**config.mk**
```make
export PLATFORM = sky130hd
export DESIGN_NAME = data_mem_access_unit_flat
export DESIGN_NICKNAME = d
export VERILOG_FILES = /design/src/rtl/data_mem_access_unit_if.sv /design/src/rtl/data_mem_access_unit.sv /design/src/flat_wrapper.sv
export SDC_FILE = /design/constraint.sdc
export NUM_CORES = 1
export LEC_CHECK = 0
export CAP_MARGIN = 25
export CELL_PAD_IN_SITES_DETAIL_PLACEMENT = 0
export CELL_PAD_IN_SITES_GLOBAL_PLACEMENT = 1
export CORE_MARGIN = 2
export CORE_UTILIZATION = 31
export CTS_BUF_LIST = sky130_fd_sc_hd__clkbuf_4
export DETAILED_ROUTE_END_ITERATION = 12
export GPL_TIMING_DRIVEN = 0
export PLACE_DENSITY_LB_ADDON = 0.25
export SKIP_CTS_REPAIR_TIMING = 1
export SLEW_MARGIN = 20
export SYNTH_ARGS = -nofsm -noshare
export SYNTH_HDL_FRONTEND = slang
export SYNTH_SLANG_ARGS = --single-unit
```
**constraint.sdc**
```tcl
create_clock -name clk -period 3.73 [get_ports clk]
set_clock_uncertainty 0.2 [all_clocks]
set_input_delay 0.746 -clock clk [delete_from_list [all_inputs] [get_ports clk]]
set_output_delay 0.746 -clock clk [all_outputs]
set_load 0.005 [all_outputs]
```
**src/rtl/data_mem_access_unit_if.sv**
```systemverilog
// Request/response and Data_Memory port bundle for data_mem_access_unit.
// master: datapath + BRAM side; slave: the access unit.
interface data_mem_access_unit_if;
  logic        req_valid;
  logic        req_ready;
  logic        req_we;
  logic [1:0]  req_size;
  logic        req_sign;
  logic [31:0] req_addr;
  logic [31:0] req_wdata;
  logic [3:0]  mem_wea;
  logic [31:0] mem_addra;
  logic [31:0] mem_dina;
  logic [31:0] mem_douta;
  logic        rsp_valid;
  logic        rsp_ready;
  logic [31:0] rsp_rdata;
  logic        rsp_err;

  modport master (
    output req_valid, req_we, req_size,
    output req_sign, req_addr, req_wdata,
    input  req_ready,
    input  mem_wea, mem_addra, mem_dina,
    output mem_douta,
    input  rsp_valid, rsp_rdata, rsp_err,
    output rsp_ready
  );

  modport slave (
    input  req_valid, req_we, req_size,
    input  req_sign, req_addr, req_wdata,
    output req_ready,
    output mem_wea, mem_addra, mem_dina,
    input  mem_douta,
    output rsp_valid, rsp_rdata, rsp_err,
    input  rsp_ready
  );
endinterface

```
**src/rtl/data_mem_access_unit.sv**
```systemverilog
// Load/store initiator for the Data_Memory BRAM port.
// Ports: clk, rst (async high), bus (slave modport: req/mem/rsp).
module data_mem_access_unit #(
  parameter int unsigned READ_LAT = 1
) (
  input  logic                   clk,
  input  logic                   rst,
  data_mem_access_unit_if.slave  bus
);
  localparam logic [1:0] S_IDLE  = 2'd0;
  localparam logic [1:0] S_ISSUE = 2'd1;
  localparam logic [1:0] S_WAIT  = 2'd2;
  localparam logic [1:0] S_RESP  = 2'd3;

  logic [1:0]  state_q, state_d;
  logic [1:0]  cnt_q, cnt_d;
  logic        we_q, we_d;
  logic [1:0]  size_q, size_d;
  logic        sign_q, sign_d;
  logic [1:0]  lane_q, lane_d;
  logic [3:0]  wea_q, wea_d;
  logic [31:0] addra_q, addra_d;
  logic [31:0] dina_q, dina_d;
  logic [31:0] rdata_q, rdata_d;
  logic        rvalid_q, rvalid_d;
  logic        err_q, err_d;

  logic        req_err;
  logic [3:0]  st_mask;
  logic [31:0] st_data;
  logic [7:0]  ld_byte;
  logic [15:0] ld_half;
  logic [31:0] ld_data;

  always_comb begin
    req_err = 1'b0;
    case (bus.req_size)
      2'b01:   req_err = bus.req_addr[0];
      2'b10:   req_err = |bus.req_addr[1:0];
      2'b11:   req_err = 1'b1;
      default: req_err = 1'b0;
    endcase
  end

  // Lane masks/replicated data are formed from the live request
  // so they are already registered when ISSUE begins.
  always_comb begin
    st_mask = 4'b0000;
    st_data = 32'h0;
    case (bus.req_size)
      2'b00: begin
        st_mask = 4'b0001 << bus.req_addr[1:0];
        st_data = {4{bus.req_wdata[7:0]}};
      end
      2'b01: begin
        st_mask = bus.req_addr[1] ? 4'b1100 : 4'b0011;
        st_data = {2{bus.req_wdata[15:0]}};
      end
      2'b10: begin
        st_mask = 4'b1111;
        st_data = bus.req_wdata;
      end
      default: begin
        st_mask = 4'b0000;
        st_data = 32'h0;
      end
    endcase
  end

  always_comb begin
    ld_byte = 8'h0;
    case (lane_q)
      2'd0:    ld_byte = bus.mem_douta[7:0];
      2'd1:    ld_byte = bus.mem_douta[15:8];
      2'd2:    ld_byte = bus.mem_douta[23:16];
      default: ld_byte = bus.mem_douta[31:24];
    endcase
    ld_half = lane_q[1] ? bus.mem_douta[31:16]
                        : bus.mem_douta[15:0];
    ld_data = bus.mem_douta;
    case (size_q)
      2'b00:   ld_data = {{24{sign_q & ld_byte[7]}}, ld_byte};
      2'b01:   ld_data = {{16{sign_q & ld_half[15]}}, ld_half};
      default: ld_data = bus.mem_douta;
    endcase
  end

  always_comb begin
    state_d  = state_q;
    cnt_d    = cnt_q;
    we_d     = we_q;
    size_d   = size_q;
    sign_d   = sign_q;
    lane_d   = lane_q;
    wea_d    = wea_q;
    addra_d  = addra_q;
    dina_d   = dina_q;
    rdata_d  = rdata_q;
    rvalid_d = rvalid_q;
    err_d    = err_q;
    case (state_q)
      S_IDLE: begin
        if (bus.req_valid) begin
          we_d   = bus.req_we;
          size_d = bus.req_size;
          sign_d = bus.req_sign;
          lane_d = bus.req_addr[1:0];
          if (req_err) begin
            err_d    = 1'b1;
            rdata_d  = 32'h0;
            rvalid_d = 1'b1;
            state_d  = S_RESP;
          end else begin
            addra_d = {2'b00, bus.req_addr[31:2]};
            wea_d   = bus.req_we ? st_mask : 4'b0000;
            dina_d  = bus.req_we ? st_data : 32'h0;
            state_d = S_ISSUE;
          end
        end
      end
      S_ISSUE: begin
        wea_d = 4'b0000;
        if (we_q) begin
          err_d    = 1'b0;
          rdata_d  = 32'h0;
          rvalid_d = 1'b1;
          state_d  = S_RESP;
        end else begin
          cnt_d   = 2'd0;
          state_d = S_WAIT;
        end
      end
      S_WAIT: begin
        if (cnt_q == 2'(READ_LAT - 1)) begin
          err_d    = 1'b0;
          rdata_d  = ld_data;
          rvalid_d = 1'b1;
          state_d  = S_RESP;
        end else begin
          cnt_d = cnt_q + 2'd1;
        end
      end
      default: begin
        if (bus.rsp_ready) begin
          rvalid_d = 1'b0;
          state_d  = S_IDLE;
        end
      end
    endcase
  end

  always_ff @(posedge clk or posedge rst) begin
    if (rst) begin
      state_q  <= S_IDLE;
      cnt_q    <= 2'd0;
      we_q     <= 1'b0;
      size_q   <= 2'b00;
      sign_q   <= 1'b0;
      lane_q   <= 2'b00;
      wea_q    <= 4'b0000;
      addra_q  <= 32'h0;
      dina_q   <= 32'h0;
      rdata_q  <= 32'h0;
      rvalid_q <= 1'b0;
      err_q    <= 1'b0;
    end else begin
      state_q  <= state_d;
      cnt_q    <= cnt_d;
      we_q     <= we_d;
      size_q   <= size_d;
      sign_q   <= sign_d;
      lane_q   <= lane_d;
      wea_q    <= wea_d;
      addra_q  <= addra_d;
      dina_q   <= dina_d;
      rdata_q  <= rdata_d;
      rvalid_q <= rvalid_d;
      err_q    <= err_d;
    end
  end

  assign bus.req_ready = (state_q == S_IDLE) && !rst;
  assign bus.mem_wea   = wea_q;
  assign bus.mem_addra = addra_q;
  assign bus.mem_dina  = dina_q;
  assign bus.rsp_valid = rvalid_q;
  assign bus.rsp_rdata = rdata_q;
  assign bus.rsp_err   = err_q;
endmodule
```
**src/flat_wrapper.sv**
```systemverilog
// flat-port wrapper written by rule: the top's interface ports become plain ports
module data_mem_access_unit_flat 
#(
  parameter int unsigned READ_LAT = 1
)
  (clk, rst, bus_req_valid, bus_req_we, bus_req_size, bus_req_sign, bus_req_addr, bus_req_wdata, bus_req_ready, bus_mem_wea, bus_mem_addra, bus_mem_dina, bus_mem_douta, bus_rsp_valid, bus_rsp_rdata, bus_rsp_err, bus_rsp_ready);
  data_mem_access_unit_if bus_i ();
  input  logic clk;
  input  logic rst;
  input wire logic [$bits(bus_i.req_valid)-1:0] bus_req_valid;
  input wire logic [$bits(bus_i.req_we)-1:0] bus_req_we;
  input wire logic [$bits(bus_i.req_size)-1:0] bus_req_size;
  input wire logic [$bits(bus_i.req_sign)-1:0] bus_req_sign;
  input wire logic [$bits(bus_i.req_addr)-1:0] bus_req_addr;
  input wire logic [$bits(bus_i.req_wdata)-1:0] bus_req_wdata;
  output wire logic [$bits(bus_i.req_ready)-1:0] bus_req_ready;
  output wire logic [$bits(bus_i.mem_wea)-1:0] bus_mem_wea;
  output wire logic [$bits(bus_i.mem_addra)-1:0] bus_mem_addra;
  output wire logic [$bits(bus_i.mem_dina)-1:0] bus_mem_dina;
  input wire logic [$bits(bus_i.mem_douta)-1:0] bus_mem_douta;
  output wire logic [$bits(bus_i.rsp_valid)-1:0] bus_rsp_valid;
  output wire logic [$bits(bus_i.rsp_rdata)-1:0] bus_rsp_rdata;
  output wire logic [$bits(bus_i.rsp_err)-1:0] bus_rsp_err;
  input wire logic [$bits(bus_i.rsp_ready)-1:0] bus_rsp_ready;
  assign bus_i.req_valid = bus_req_valid;
  assign bus_i.req_we = bus_req_we;
  assign bus_i.req_size = bus_req_size;
  assign bus_i.req_sign = bus_req_sign;
  assign bus_i.req_addr = bus_req_addr;
  assign bus_i.req_wdata = bus_req_wdata;
  assign bus_req_ready = bus_i.req_ready;
  assign bus_mem_wea = bus_i.mem_wea;
  assign bus_mem_addra = bus_i.mem_addra;
  assign bus_mem_dina = bus_i.mem_dina;
  assign bus_i.mem_douta = bus_mem_douta;
  assign bus_rsp_valid = bus_i.rsp_valid;
  assign bus_rsp_rdata = bus_i.rsp_rdata;
  assign bus_rsp_err = bus_i.rsp_err;
  assign bus_i.rsp_ready = bus_rsp_ready;
  data_mem_access_unit #(.READ_LAT(READ_LAT)) u_core (.clk(clk), .rst(rst), .bus(bus_i));
endmodule
```
Word level (Yosys, flattened, before mapping) --
Cells that the tools add are included.
Word-level totals: logic and storage cells 86, input bits 104, register bits after elaboration 110, output and inout bits 103
Operators by class: add/subtract/negate cells 1, muxes and demuxes 35, equal/unequal tests 15, bitwise logic cells 3, reductions and logical operators 19, shift operators 1
Operators with widths (count):
- case mux 32 bit (3 select lines) | 2
- 2-to-1 mux 32 bit | 5
- case mux 32 bit (2 select lines) | 1
- case mux 8 bit (3 select lines) | 1
- 2-to-1 mux 16 bit | 1
- 2-to-1 mux 4 bit | 4
- 2-to-1 mux 2 bit | 6
- case mux 4 bit (3 select lines) | 1
- AND reduction 3 bit | 4
- logical NOT 2 bit | 5
- AND reduction 5 bit | 2
- case mux 1 bit (3 select lines) | 3
- equality test 2 x 1 -> 1 bit (second input constant) | 4
- equality test 2 bit (second input constant) | 4
- 2-to-1 mux 1 bit | 8
- inequality test 2 bit (second input constant) | 4
- case mux 4 bit (2 select lines) | 1
- inequality test 2 x 1 -> 1 bit (second input constant) | 3
- case mux 2 bit (3 select lines) | 1
- case mux 2 bit (2 select lines) | 1
- nonzero test 2 bit | 2
- nonzero test 4 bit | 1
- left shift 1 x 2 -> 4 bit (first input constant) | 1
- nonzero test 3 bit | 1
- 7 further kinds | 8

Longest topological paths before layout --
Gate-level depths: netlist of the first run.
depth in word-level cells 6, gate-level depth with buffers 10, gate-level depth less buffers 6

Least setup slack after synthesis of the first run --
No wires, ideal clock.
kind input -> register, start point in bus_req_size[0], end point reg u_core.dina_q[10] (netlist: u_core.bus.mem_dina[10]), path slack 1.371 ns, stages 7, required time 3.409 ns, setup time 0.121 ns, arrival time 2.038 ns, cell sequence buf_6 o21a_1 or3_1 buf_2 buf_6 buf_6 a22o_1
On the way: longest elaborated chain between the ends 4, elaborated cells between the ends (all ways) 9
RTL lines:
- start, declared | line flat_wrapper.sv:12 | input wire logic [$bits(bus_i.req_size)-1:0] bus_req_size;
- equality test 2 bit, or another cell as far along | line data_mem_access_unit.sv:37 | case (bus.req_size)
- case mux 1 bit (3 select lines) | line data_mem_access_unit.sv:37
- inverter 1 bit (no line)
- AND reduction 3 bit (no line)
- end signal, assigned | line data_mem_access_unit.sv:175 | dina_q <= dina_d;
- end, declared | line data_mem_access_unit.sv:23 | logic [31:0] dina_q, dina_d;
Several ways; a longest one is shown, not always the timed one. A chain may end at the register's enable or synchronous reset.

Worst setup path after layout of the first run --
start point reg u_core.state_q[0], end point out bus_req_ready
On the way: longest elaborated chain between the ends 2
RTL lines:
- start, declared | line data_mem_access_unit.sv:15 | logic [1:0] state_q, state_d;
- start signal, assigned | line data_mem_access_unit.sv:167 | state_q <= state_d;
- logical NOT 2 bit | line data_mem_access_unit.sv:182 | assign bus.req_ready = (state_q == S_IDLE) && !rst;
- logical AND 1 bit | line data_mem_access_unit.sv:182
- end, declared | line flat_wrapper.sv:16 | output wire logic [$bits(bus_i.req_ready)-1:0] bus_req_ready;
Every way passes these cells.

==> results.toml, run 1 <==
[floorplan]
core_um2 = 17100
ios = 207
die_y_um = 135
rows = 48
chipWidth_um = 135
start_util_pct = 31.3
dieArea_um2 = 18300

[critical_path]
arrival_ps = 1980
end_kind = "output pin"
r2r_cells = 9
worst_ep_required_time_ps = 2780
path_class = "flip-flop to output pin"
crit_fanout = 10
cp-start-kind = "flip-flop"

[cts]
cts.path.max_buffers = 2
htree_levels = 3
numCtsBuffers = 9
clockRootBuffer = "clkbuf_4"
cts_tree = "done"
path_clk_slew_ps = 160
clock-sinks = 110
clock_latency_ps = 490

[synth]
yosysWarnings = 0
synth_top_area_cell = "dfrtp_1"
synth.area.top_cells = "dfrtp_1 (51%), mux2_2 (10%), a22o_1 (7.8%)"
yosysUniqueCellTypes = 44
synthFlopType = "dfrtp_1"
synth_area_per_cell_um2 = 10.8
syn_area_um2 = 5360
synth_edf_count = 0
seq_area_frac_synth_pct = 51.4
syn_inst = 494
ys_ff_latch = 110
synth-async-reset-ratio_pct = 100
synth_top_area_share_pct = 51.4

[final_layout]
n_antenna_cell = 0
nets = 821
syn_to_final_growth_pct = 46.9
drive_above_1_share_pct = 13.1

[timing]
fmax_mhz = 342
hold_viol = 0
setup_viol = 0
final.setup.tns_ps = 0
worst_pin_slew_ps = 604
rsz0062_at_grt = "no"
fin_crit_sh_pct = 78.5
max_slew_margin_pct = 59.5
slew_viol_final = 0
min_period_ps = 2930

[power_and_ir_drop]
peakVddDrop_uv = 272
fin_total_pwr_uw = 5540
leakage_uw = 0.00335
power.density_nw_per_um2 = 703

[place]
io_buffers = 203
dp_hpwl_um = 12600
gp_congestion = 0.807

[run_status]
status = "completed"

[detailed_routing]
wire_per_inst_um = 17.2
dr.pass1.iters = 5
final_antenna_net_count = 0
drtIter0Drc = 216
drc = 0
viasPerCell = 4.94
drt-total-wl_um = 16200
num_vias = 4658

[hold_path]
whs_path_depth = 2
hp-class = "flip-flop to flip-flop"

[global_routing]
grt_max_degree = 34
grt_first_pass_wirelength_um = 25200
grt_pass1_vias = 4702
gr-total-overflow = 0
grt_usage_pct = 17.7
antenna_found_initial = 0

[run]
maxCapViolations = 0
[routing by layer]
metal | routed length [um] | global-route usage [%] | up-vias
met4 | 333 | 6.25 | 0
met3 | 1280 | 4.64 | 20
met2 | 7130 | 26.8 | 175
met1 | 7490 | 24.5 | 2241
met5 | 0 | 0 | -
li1 | - | - | 2222
[worst max-delay path, cell delays in order, from the launching register on]
cell,delay (ps)
dfrtp_1,440
inv_1,90
ha_1,180
buf_6,140
nor2b_1,130
clkdlybuf4s50_1,510
[synthesized netlist by cell type, types with 4 or more instances]
cell / instances
clkbuf_1: 16
mux2i_1: 9
buf_6: 11
ha_1: 5
nand2b_1: 7
mux2_2: 48
inv_1: 12
nand3_1: 4
a22o_1: 48
nand2_1: 55
buf_2: 10
a21oi_1: 39
o21ai_0: 56
a2bb2oi_1: 7
or3_1: 4
dfrtp_1: 110
nor2_1: 5
nor2b_1: 15
[cell families after synthesis]
group | synth area share (%)
AOI/OAI and AO/OA | 20.9
other | 0.0700
and+or+nand+nor | 8.88
DFF | 51.4
muxes | 12.0
adders and majority gates | 1.17
buffers and inverters | 5.56
[worst paths after layout]
| check | slack [ps] | startpoint | endpoint |
|---|---|---|---|
| max | 800 | u_core.state_q[0] | bus_req_ready |
| min | 310 | u_core.bus.mem_dina[20] | u_core.bus.mem_dina[20] |
| max reg2reg | 1260 | u_core.state_q[0] | u_core.bus.mem_dina[25] |
| min reg2reg | 310 | u_core.bus.mem_dina[20] | u_core.bus.mem_dina[20] |
| max in group asynchronous | 2080 | rst | u_core.bus.mem_addra[2] |
| min in group asynchronous | 460 | rst | u_core.bus.mem_wea[0] |
[state kept, by name, indices dropped and copies added (netlist names)]
register / flops
u_core.sign_q: 1
u_core.state_q: 2
u_core.bus.mem_dina: 32
u_core.bus.rsp_rdata: 32
u_core.cnt_q: 2
u_core.we_q: 1
u_core.bus.rsp_err: 1
u_core.bus.rsp_valid: 1
u_core.bus.mem_wea: 4
u_core.bus.mem_addra: 30
u_core.size_q: 2
u_core.lane_q: 2
[report_power, final]
group	switching (uW)	leakage (uW)	internal, uW	total [uW]
logic	1230	0.00186	1710	2930
clock network	386	0.0000719	215	601
registers	296	0.00142	1710	2000
[layout by cell type (no fill, tap or decap), types with 2 or more instances in the layout]
| cell type | count |
|---|---|
| ha_1 | 5 |
| a22oi_1 | 3 |
| nor2b_1 | 15 |
| mux2i_1 | 9 |
| buf_4 | 2 |
| clkdlybuf4s50_1 | 203 |
| buf_6 | 11 |
| o21a_1 | 2 |
| a22o_1 | 48 |
| nand2_1 | 55 |
| clkbuf_1 | 16 |
| o31ai_1 | 2 |
| nor3b_1 | 2 |
| nand2b_1 | 7 |
| clkbuf_4 | 11 |
| nand3_1 | 4 |
| and3_1 | 2 |
| clkinv_1 | 3 |
| a2bb2oi_1 | 7 |
| buf_2 | 10 |
| a21oi_1 | 39 |
| conb_1 | 2 |
| inv_1 | 11 |
| clkinvlp_4 | 2 |
| or3_1 | 4 |
| buf_12 | 3 |
| nor2_1 | 5 |
| o21ai_0 | 56 |
| mux2_2 | 48 |
| dfrtp_1 | 110 |
[per-stage QoR]
step	instance area, um2	hold WS (ps)	setup slack, ps	util (%)	cells
final	7870	306	802	46.0	942
after global routing	7870	344	643	46.0	942
after CTS	7870	315	745	46.0	942
after detailed placement	7740	280	613	45.2	926
after global placement	7680	269	316	44.9	923
after floorplan	5360	249	1370	-	495
[area by class of cell]
type | instances | area, um2
Buffer | 39 | 249
Clock buffer | 11 | 82.6
Clock inverter | 5 | 50.0
Fill cell | 1603 | 9250
Inverter | 13 | 52.6
Multi-Input combinational cell | 333 | 2310
Sequential cell | 110 | 2750
Tap cell | 225 | 282
Timing Repair Buffer | 206 | 2090
No activity file was read; power rests on OpenSTA's default activity.
==> run 2: changes to the inputs <==
--- a/config.mk
+++ b/config.mk
@@ -9,7 +9,7 @@
 export CELL_PAD_IN_SITES_DETAIL_PLACEMENT = 0
 export CELL_PAD_IN_SITES_GLOBAL_PLACEMENT = 1
 export CORE_MARGIN = 2
-export CORE_UTILIZATION = 31
+export CORE_UTILIZATION = 34
 export CTS_BUF_LIST = sky130_fd_sc_hd__clkbuf_4
 export DETAILED_ROUTE_END_ITERATION = 12
 export GPL_TIMING_DRIVEN = 0
==> constraint.sdc (replaced) <==
create_clock -name clk -period 2.88 [get_ports clk]
set_clock_uncertainty 0.2 [all_clocks]
set_input_delay 0.576 -clock clk [delete_from_list [all_inputs] [get_ports clk]]
set_output_delay 0.576 -clock clk [all_outputs]
set_load 0.005 [all_outputs]
==> run 2 against run 1 <==
Net effect: final cell count shrank 1.2%; via count grew 1.0%; non-clock buffer count grew 2.
==> results.toml, run 2 (synthesized netlist as in run 1, its figures left out) <==
[timing]
hold_viol = 0
fin_crit_sh_pct = 88.3
setup_viol = 0
rsz0062_at_grt = "no"
fmax_mhz = 393
max_slew_margin_pct = 60.9
whs_ps = 296
min_period_ps = 2540
worst_pin_slew_ps = 583
slew_viol_final = 0

[place]
post-place-cells = 912
gp_congestion = 0.824
dp_hpwl_um = 12700
io_buffers = 203

[global_routing]
grt_pass1_vias = 4749
grt_first_pass_wirelength_um = 25300
antenna_found_initial = 1
grt_max_degree = 37
gr-total-overflow = 0
grt_usage_pct = 19.5

[critical_path]
worst_ep_required_time_ps = 3060
path_class = "flip-flop to flip-flop"
crit_start = "u_core.state_q[1]"
crit_fanout = 10
r2r_cells = 9
reg2reg_from = "u_core.state_q[1]"
cp-start-kind = "flip-flop"
arrival_ps = 2720
end_kind = "flip-flop"

[floorplan]
die_y_um = 130
chipWidth_um = 130
rows = 45
start_util_pct = 35.0
core_um2 = 15300
dieArea_um2 = 16800
ios = 207

[detailed_routing]
dr.pass1.iters = 4
final_antenna_net_count = 0
num_vias = 4705
drtIter0Drc = 243
drt-total-wl_um = 16300
drc = 0
viasPerCell = 5.05
wire_per_inst_um = 17.6

[power_and_ir_drop]
switching_share_pct = 34.9
power.share.clock_pct = 10.8
p_seq_share_pct = 36.0
switchingPower_uw = 2520
combPwrFrac_pct = 53.2
power.density_nw_per_um2 = 917
p_int_uw = 4700
peakVddDrop_uv = 330
leakage_uw = 0.00337

[final_layout]
drive_above_1_share_pct = 13.4
layout.cells.non_filler = 931
nFillCells = 1410
final_core_util_pct = 51.4
nets = 823
syn_to_final_growth_pct = 47.0
final_common_cell = "clkdlybuf4s50_1"
layout_common_cells = "clkdlybuf4s50_1 (202), dfrtp_1 (110), o21ai_0 (56)"

[run]
maxCapViolations = 0

[cts]
path_clk_slew_ps = 170
clock_latency_ps = 480
cts_tree = "done"
clockRootBuffer = "clkbuf_4"
clock-sinks = 110
cts.path.max_buffers = 2
htree_levels = 3
numCtsBuffers = 9

[run_status]
status = "completed"

[hold_path]
hp-class = "input pin to async pin"
[run 2: cell count changes in the layout (fill, tap and decap cells not counted)]
| cell | change |
|---|---|
| clkinvlp_4 | +1 |
| dlymetal6s2s_1 | +1 |
| clkinv_4 | +1 |
| clkdlybuf4s50_1 | -1 |
| diode_2 | +1 |
| clkinv_1 | +1 |
| ha_1 | -1 |
| clkinv_2 | -1 |
| buf_4 | +2 |
| clkbuf_4 | -2 |
| ha_2 | +1 |
[run 2: power groups by stage]
stage	clock, uW	combinational (uW)	sequential [uW]
2_1_floorplan	0	1840	2640
3_3_place_gp	0	3760	2610
3_5_place_dp	0	3840	2630
4_1_cts	804	3850	2600
5_1_grt	859	4200	2680
6_report	778	3840	2600
[run 2: layer usage]
metal | wire length [um] | vias up | track usage (%)
met1 | 7480 | 2256 | 27.2
met3 | 1390 | 23 | 5.28
li1 | - | 2229 | -
met4 | 357 | 0 | 7.40
met2 | 7120 | 197 | 29.1
met5 | 0 | - | 0
[run 2: worst max-delay path: stages (launching register included)]
cell,delay [ps]
dfrtp_1,450
inv_1,90
ha_2,190
buf_6,140
nand2_1,200
or3_1,420
buf_2,190
buf_6,170
buf_6,140
a22o_1,230
[run 2: path summary, 6_finish.rpt]
path | end | slack [ps]
setup reg to reg | u_core.bus.mem_dina[25] | 340
min in group clk | u_core.bus.mem_dina[16] | 300
hold reg to reg | u_core.bus.mem_dina[16] | 300
max in group asynchronous | u_core.bus.rsp_rdata[10] | 1400
hold / removal | u_core.bus.mem_wea[2] | 300
setup / recovery | u_core.bus.mem_dina[25] | 340
[run 2: stage by stage]
stage	setup TNS, ps	cell area (um2)	worst slack [ps]	power (uW)
floorplan	0	5360	676	4480
global placement	-34950	7660	-326	6370
detailed placement	-717	7720	-64.8	6470
CTS	0	7850	55.2	7250
global route	0	7880	215	7740
finish	0	7880	336	7220
[run 2: final cells by class]
| type | instances | area [um2] | share of cell area, % |
|---|---|---|---|
| sequential | 110 | 2750 | 35.0 |
| multi-input combinational | 333 | 2310 | 29.4 |
| timing repair buffer | 208 | 2110 | 26.8 |
| tap | 211 | 264 | 3.35 |
| buffer | 39 | 249 | 3.16 |
| clock buffer | 9 | 67.6 | 0.858 |
| clock inverter | 7 | 65.1 | 0.826 |
| inverter | 13 | 52.6 | 0.667 |
| antenna | 1 | 2.50 | 0.0318 |
==> run 3: changes to the inputs <==
--- a/config.mk
+++ b/config.mk
@@ -5,11 +5,12 @@
 export SDC_FILE = /design/constraint.sdc
 export NUM_CORES = 1
 export LEC_CHECK = 0
+export ABC_AREA = 1
 export CAP_MARGIN = 25
 export CELL_PAD_IN_SITES_DETAIL_PLACEMENT = 0
 export CELL_PAD_IN_SITES_GLOBAL_PLACEMENT = 1
 export CORE_MARGIN = 2
-export CORE_UTILIZATION = 34
+export CORE_UTILIZATION = 32
 export CTS_BUF_LIST = sky130_fd_sc_hd__clkbuf_4
 export DETAILED_ROUTE_END_ITERATION = 12
 export GPL_TIMING_DRIVEN = 0
==> run 3 against run 2 <==
Net effect: clock-buffer cell count grew 3; hold slack gained 1.2 ps; area after synthesis shrank 1.9%; critical path depth shrank 4; register-to-register slack gained 260 ps; wire length grew 5.2%; largest cell class unchanged.
==> results.toml, run 3 <==
[run_status]
status = "completed"

[final_layout]
drive_above_1_share_pct = 6.20
nFillCells = 1572
design_area_um2 = 7800
layout_common_cells = "nand2_1 (296), clkdlybuf4s50_1 (204), dfrtp_1 (110)"
nets = 1007
syn_to_final_growth_pct = 48.4
final_common_cell = "nand2_1"

[cts]
clockRootBuffer = "clkbuf_4"
cts.path.max_buffers = 2
numCtsBuffers = 9
htree_levels = 3
clock-sinks = 110
clock_latency_ps = 470
cts_tree = "done"
path_clk_slew_ps = 160

[power_and_ir_drop]
peakVddDrop_uv = 437
leakage_uw = 0.00383
power.density_nw_per_um2 = 932

[timing]
fin_crit_sh_pct = 94.1
max_slew_margin_pct = 51.9
final.setup.tns_ps = 0
hold_viol = 0
setup_viol = 0
slew_viol_final = 0
rsz0062_at_grt = "no"
fmax_mhz = 369
setup_slack_ps = 170
worst_pin_slew_ps = 719
min_period_ps = 2710

[critical_path]
crit_slowest_cell = "clkdlybuf4s50_1"
arrival_ps = 1930
crit_fanout = 6
r2r_cells = 9
crit_path_frequent_cell = "inv_1"
slowest_delay_ps = 500
worst_ep_required_time_ps = 2100
crit_start = "u_core.state_q[1]"
crit_path_cell_trace = "inv_1 -> ha_2 -> inv_1 -> nor2_1 -> clkdlybuf4s50_1"
path_class = "flip-flop to output pin"
end_kind = "output pin"
crit_cells = 5
cp-start-kind = "flip-flop"
critPathTopFamily = "buffers and inverters"
critPathBufInv = 3
reg2reg_from = "u_core.state_q[1]"

[synth]
synth-async-reset-ratio_pct = 100
syn_area_um2 = 5260
synth_edf_count = 0
synth_top_area_share_pct = 52.4
synth_common_cells = "nand2_1 (296), dfrtp_1 (110), nor2_1 (67)"
synth_top_area_cell = "dfrtp_1"
synth.area.top_cells = "dfrtp_1 (52%), nand2_1 (21%), o21ai_0 (6.2%)"
yosysWarnings = 0
syn_inst = 679
synth.most_common_cell = "nand2_1"
ys_ff_latch = 110
synth_area_per_cell_um2 = 7.74
seq_area_frac_synth_pct = 52.4
yosysUniqueCellTypes = 28
synthFlopType = "dfrtp_1"

[place]
gp_congestion = 0.880
dp_hpwl_um = 13200
dpl_cell_area_um2 = 7640
post-place-ws_ps = 113
io_buffers = 204

[floorplan]
rows = 46
die_y_um = 132
ios = 207
chipWidth_um = 132
start_util_pct = 33.0
core_um2 = 15900
dieArea_um2 = 17500

[global_routing]
grt_first_pass_wirelength_um = 27500
grt_pass1_vias = 5399
grt_usage_pct = 19.7
grt_max_degree = 31
gr-total-overflow = 0
antenna_found_initial = 1

[detailed_routing]
viasPerCell = 4.68
final_antenna_net_count = 0
drtIter0Drc = 231
drt-total-wl_um = 17200
wire_per_inst_um = 15.4
dr.pass1.iters = 5
num_vias = 5242
drc = 0

[hold_path]
whs_path_depth = 2
hp-class = "flip-flop to flip-flop"
min_from = "u_core.bus.rsp_rdata[20]"

[run]
maxCapViolations = 0
==> run 3: cells by family after synthesis <==
family	Yosys count	share of synthesized area (%)
AND/OR/NAND/NOR	394	29.6
adder cells (fa/ha/maj)	5	1.19
AO/OA/AOI/OAI	96	10.4
XOR/XNOR	1	0.167
flip-flops	110	52.4
buffers and inverters	71	5.95
multiplexers	1	0.214
other	1	0.0713
==> run 3: final timing paths <==
path                       slack, ps                       end
max                              170             bus_req_ready
min                              300  u_core.bus.rsp_rdata[20]
max reg2reg                      600   u_core.bus.mem_dina[24]
min reg2reg                      300  u_core.bus.rsp_rdata[20]
max in group asynchronous       1380   u_core.bus.mem_addra[4]
min in group asynchronous        330           u_core.cnt_q[0]
==> run 3: metrics by stage <==
step	util (%)	total power, uW	instances	hold WS, ps
2_1_floorplan	-	4340	680	272
6_report	48.9	7270	1120	297
5_1_grt	48.9	7850	1120	323
4_1_cts	48.9	7350	1119	302
3_3_place_gp	47.5	6330	1100	262
3_5_place_dp	47.9	6410	1103	264
==> run 3: routing by layer <==
| layer | track usage, % | up-vias | wire [um] |
|---|---|---|---|
| met1 | 23.9 | 2433 | 7320 |
| li1 | - | 2573 | - |
| met5 | 0 | - | 0 |
| met3 | 6.57 | 31 | 1510 |
| met2 | 31.9 | 205 | 7940 |
| met4 | 8.57 | 0 | 430 |
==> run 3: tightest hold or removal path, stage by stage (launching register included) <==
cell     delay (ps)
dfrtp_1         380
nand2_1          50
nand2_1          50
==> run 3: area by class of cell <==
| cell class | instances | area [um2] | area share, % |
|---|---|---|---|
| Sequential cell | 110 | 2750 | 35.3 |
| Multi-Input combinational cell | 499 | 2200 | 28.2 |
| Timing Repair Buffer | 207 | 2100 | 26.9 |
| Tap cell | 216 | 270 | 3.46 |
| Buffer | 30 | 159 | 2.04 |
| Inverter | 41 | 158 | 2.02 |
| Clock buffer | 12 | 90.1 | 1.15 |
| Clock inverter | 4 | 71.3 | 0.914 |
| Antenna cell | 1 | 2.50 | 0.0321 |
==> run 3: report_power, final <==
part	total [uW]	switching [uW]	internal [uW]
Combinational	3700	1810	1890
Sequential	2680	436	2240
Clock	899	519	380
Total	7270	2770	4510
==> RTL change (flow settings as in run 1) <==
`dina_q` no longer has a reset.
--- a/src/rtl/data_mem_access_unit.sv
+++ b/src/rtl/data_mem_access_unit.sv
@@ -161,3 +161,2 @@
       addra_q  <= 32'h0;
-      dina_q   <= 32'h0;
       rdata_q  <= 32'h0;
@@ -174,3 +173,2 @@
       addra_q  <= addra_d;
-      dina_q   <= dina_d;
       rdata_q  <= rdata_d;
@@ -179,2 +177,6 @@
     end
+  end
+
+  always_ff @(posedge clk) begin
+    dina_q <= dina_d;
   end
Formal check against the unedited RTL: not equivalent (a bounded check fails within 4 cycles, from zero or initial values and one cycle with rst high).
==> RTL change against run 1 <==
  * Area after synthesis increased by 1.8%
  * Non-clock buffer count decreased by 7
  * Routed wire length increased by 2.2%
  * Design area increased by 1.3%
  * Die area increased by 1.8%
  * Worst setup slack got worse by 37 ps
  * Global-route usage about the same
  * Synthesized cell count decreased by 3.2%
  * Sequential share of layout area increased by 1.5 points
  * Total power decreased by 4.4%
  * Final cell count decreased by 1.7%
  * Sequential cell count unchanged
  * Largest cell class unchanged
==> RTL change: results (changes against run 1) <==
- Result of the run: complete, no violations (unchanged)
- Worst hold path cell count: 1 (was 2)
- DR vias: 4,509 (was 4,658)
- Sequential share of the synthesized area: 0.5341 (was 0.5139)
- Maximum root-to-sink buffer count: 2 (unchanged)
- Switching power as a share of total power: 0.3518 (was 0.3445)
- Share of flip-flops with an asynchronous set or reset after synthesis: 0.7091 (was 1.000)
- Filler cell count: 1,611 (was 1,603)
- DRC violation total after the first TritonRoute iteration: 197 (was 216)
- Fraction of final layout cells sized beyond drive strength 1: 0.1516 (was 0.1311)
- Transition time of the tightest slew-check pin: 863.5 ps (was 604.4 ps)
- Met3 capacity usage during global routing: 0.02852 (was 0.04639)
- DP HPWL: 12.67 mm (was 12.61 mm)
- Path category of the worst min-delay check: reg -> reg (unchanged)
- Number of buffers created by CTS: 9 (unchanged)
- Number of global-route vias before repair: 4,678 (was 4,702)
- Number of placed cells counting well taps: 908 (was 926)
- Global placer's final weighted congestion: 0.8390 (was 0.8066)
- Number of enable-type register cells in the synthesized netlist: 32 (was 0)
- Worst EP arrival: 2020 ps (was 1980 ps)
- Pin count of the biggest net entering global routing: 45 (was 34)
- Largest cells by area after synthesis: sky130_fd_sc_hd__dfrtp_1 (36%), sky130_fd_sc_hd__edfxtp_1 (18%), sky130_fd_sc_hd__mux2_2 (11%) (was sky130_fd_sc_hd__dfrtp_1 (51%), sky130_fd_sc_hd__mux2_2 (10%), sky130_fd_sc_hd__a22o_1 (7.8%))
- R2R cell count: 7 (was 9)
- Delay of the slowest critical-path stage: 520 ps
- CP max-delay cell: sky130_fd_sc_hd__clkdlybuf4s50_1 (unchanged)
- Maximum resistive drop on vdd: 314.6 µV (was 271.7 µV)
- Count of nets after finishing: 803 (was 821)
- Fraction of met2 tracks used by global routing: 0.2939 (was 0.2685)
- Initial antenna violation count: 1 (was 0)
- Met1 GRT Util: 0.2317 (was 0.2455)
- Top post-synthesis cells by count: sky130_fd_sc_hd__dfrtp_1 (78), sky130_fd_sc_hd__mux2_2 (55), sky130_fd_sc_hd__a21oi_1 (40) (was sky130_fd_sc_hd__dfrtp_1 (110), sky130_fd_sc_hd__o21ai_0 (56), sky130_fd_sc_hd__nand2_1 (55))
- Overall track demand over capacity in global routing: 0.1769 (was 0.1771)
- Maximum fanout along the worst path: 7 (was 10)
- Router iterations before antenna repair: 4 (was 5)
- Clock Root Buffer: sky130_fd_sc_hd__clkbuf_4 (unchanged)
- Unique cell type count in the Yosys netlist: 55 (was 44)
- Yosys synthesis warning count: 0 (unchanged)
- Post-Route WL: 16.60 mm (was 16.23 mm)
- Static Leak: 3.162 nW (was 3.351 nW)
- H-tree depth: 3 (unchanged)
- Insertion delay to the later sink of the worst-skew pair: 480 ps
- Post-Syn Instances: 478 (was 494)
- Post-detailed-route via-to-cell ratio: 4.869 (was 4.945)
- Wire length of the first global-routing pass: 25.34 mm (was 25.21 mm)
- Number of buffers inserted by port buffering: 203 (unchanged)
- CTS clk-pin slew, worst paths: 180 ps (was 160 ps)
RTL change: cell types whose count changed in the layout (fill, tap and decap cells not counted), sizes merged, moves of 17 or more:
cell	before	now
nor2	5	22
nand2	55	24
dfrtp	110	78
a22o	48	3
o21ai	56	39
and2	0	25
edfxtp	0	32
a32o	0	17
RTL change: layout make-up:
cell class	count	share of cell area
clock buffer	10	0.009413
buffer	34	0.02651
antenna	2	0.0006275
clock inverter	6	0.01177
sequential	110	0.3652
timing repair buffer	204	0.2582
multi-input combinational	320	0.2855
tap	225	0.03530
inverter	15	0.007374
RTL change: logic make-up (layout without fill, tap and decap cells):
kind of cell    count (synthesis)  in the layout  synth area share
simple gates                  129            129            0.1276
compound gates                119            119            0.1443
flops                         110            110            0.5341
mux                            65             65            0.1328
buf+inv                        49            269           0.04909
fa+ha+maj                       5              5           0.01147
other cells                     1              4         0.0006876
RTL change: critical path: cells and delay by family (launching register included):
kind	cells	cell delay (ps)
buffers and inverters	4	840
flip-flops	1	440
adder cells (fa/ha/maj)	1	150
AND/OR/NAND/NOR	1	100
RTL change: path summary, 6_finish.rpt:
check / start / endpoint / slack [ps]
max reg2reg: u_core.state_q[0]$_DFFE_PP0P_ / u_core.bus.mem_addra[4]$_DFFE_PP0P_ / 1210
min in group asynchronous: rst / u_core.bus.mem_addra[29]$_DFFE_PP0P_ / 430
max: u_core.state_q[0]$_DFFE_PP0P_ / bus_req_ready / 760
min reg2reg: u_core.cnt_q[0]$_DFFE_PP0P_ / u_core.cnt_q[0]$_DFFE_PP0P_ / 300
max in group asynchronous: rst / u_core.bus.rsp_rdata[30]$_DFFE_PP0P_ / 2300
min: u_core.cnt_q[0]$_DFFE_PP0P_ / u_core.cnt_q[0]$_DFFE_PP0P_ / 300
RTL change: power groups by stage:
stage,clock [mW],combinational (mW),sequential (mW)
floorplan,0,1.38,1.93
global placement,0,2.61,1.93
detailed placement,0,2.67,1.95
CTS,0.735,2.69,1.92
global route,0.774,2.90,1.97
finish,0.714,2.66,1.92
RTL change: metal layers:
| layer | vias to the layer above | wire (µm) |
|---|---|---|
| li1 | 2163 | - |
| met1 | 2167 | 7303 |
| met2 | 160 | 8108 |
| met3 | 19 | 859 |
| met4 | 0 | 324 |
| met5 | - | 0 |
RTL change: per-stage QoR:
step	worst slack [ps]	hold WS (ps)	cell area, µm²
3_5_place_dp	600.2	282.8	7801
4_1_cts	722.4	310.2	7970
5_1_grt	630.6	340.0	7975
6_report	764.6	302.5	7975
2_1_floorplan	789.0	249.1	5458
3_3_place_gp	-515.5	267.8	7771
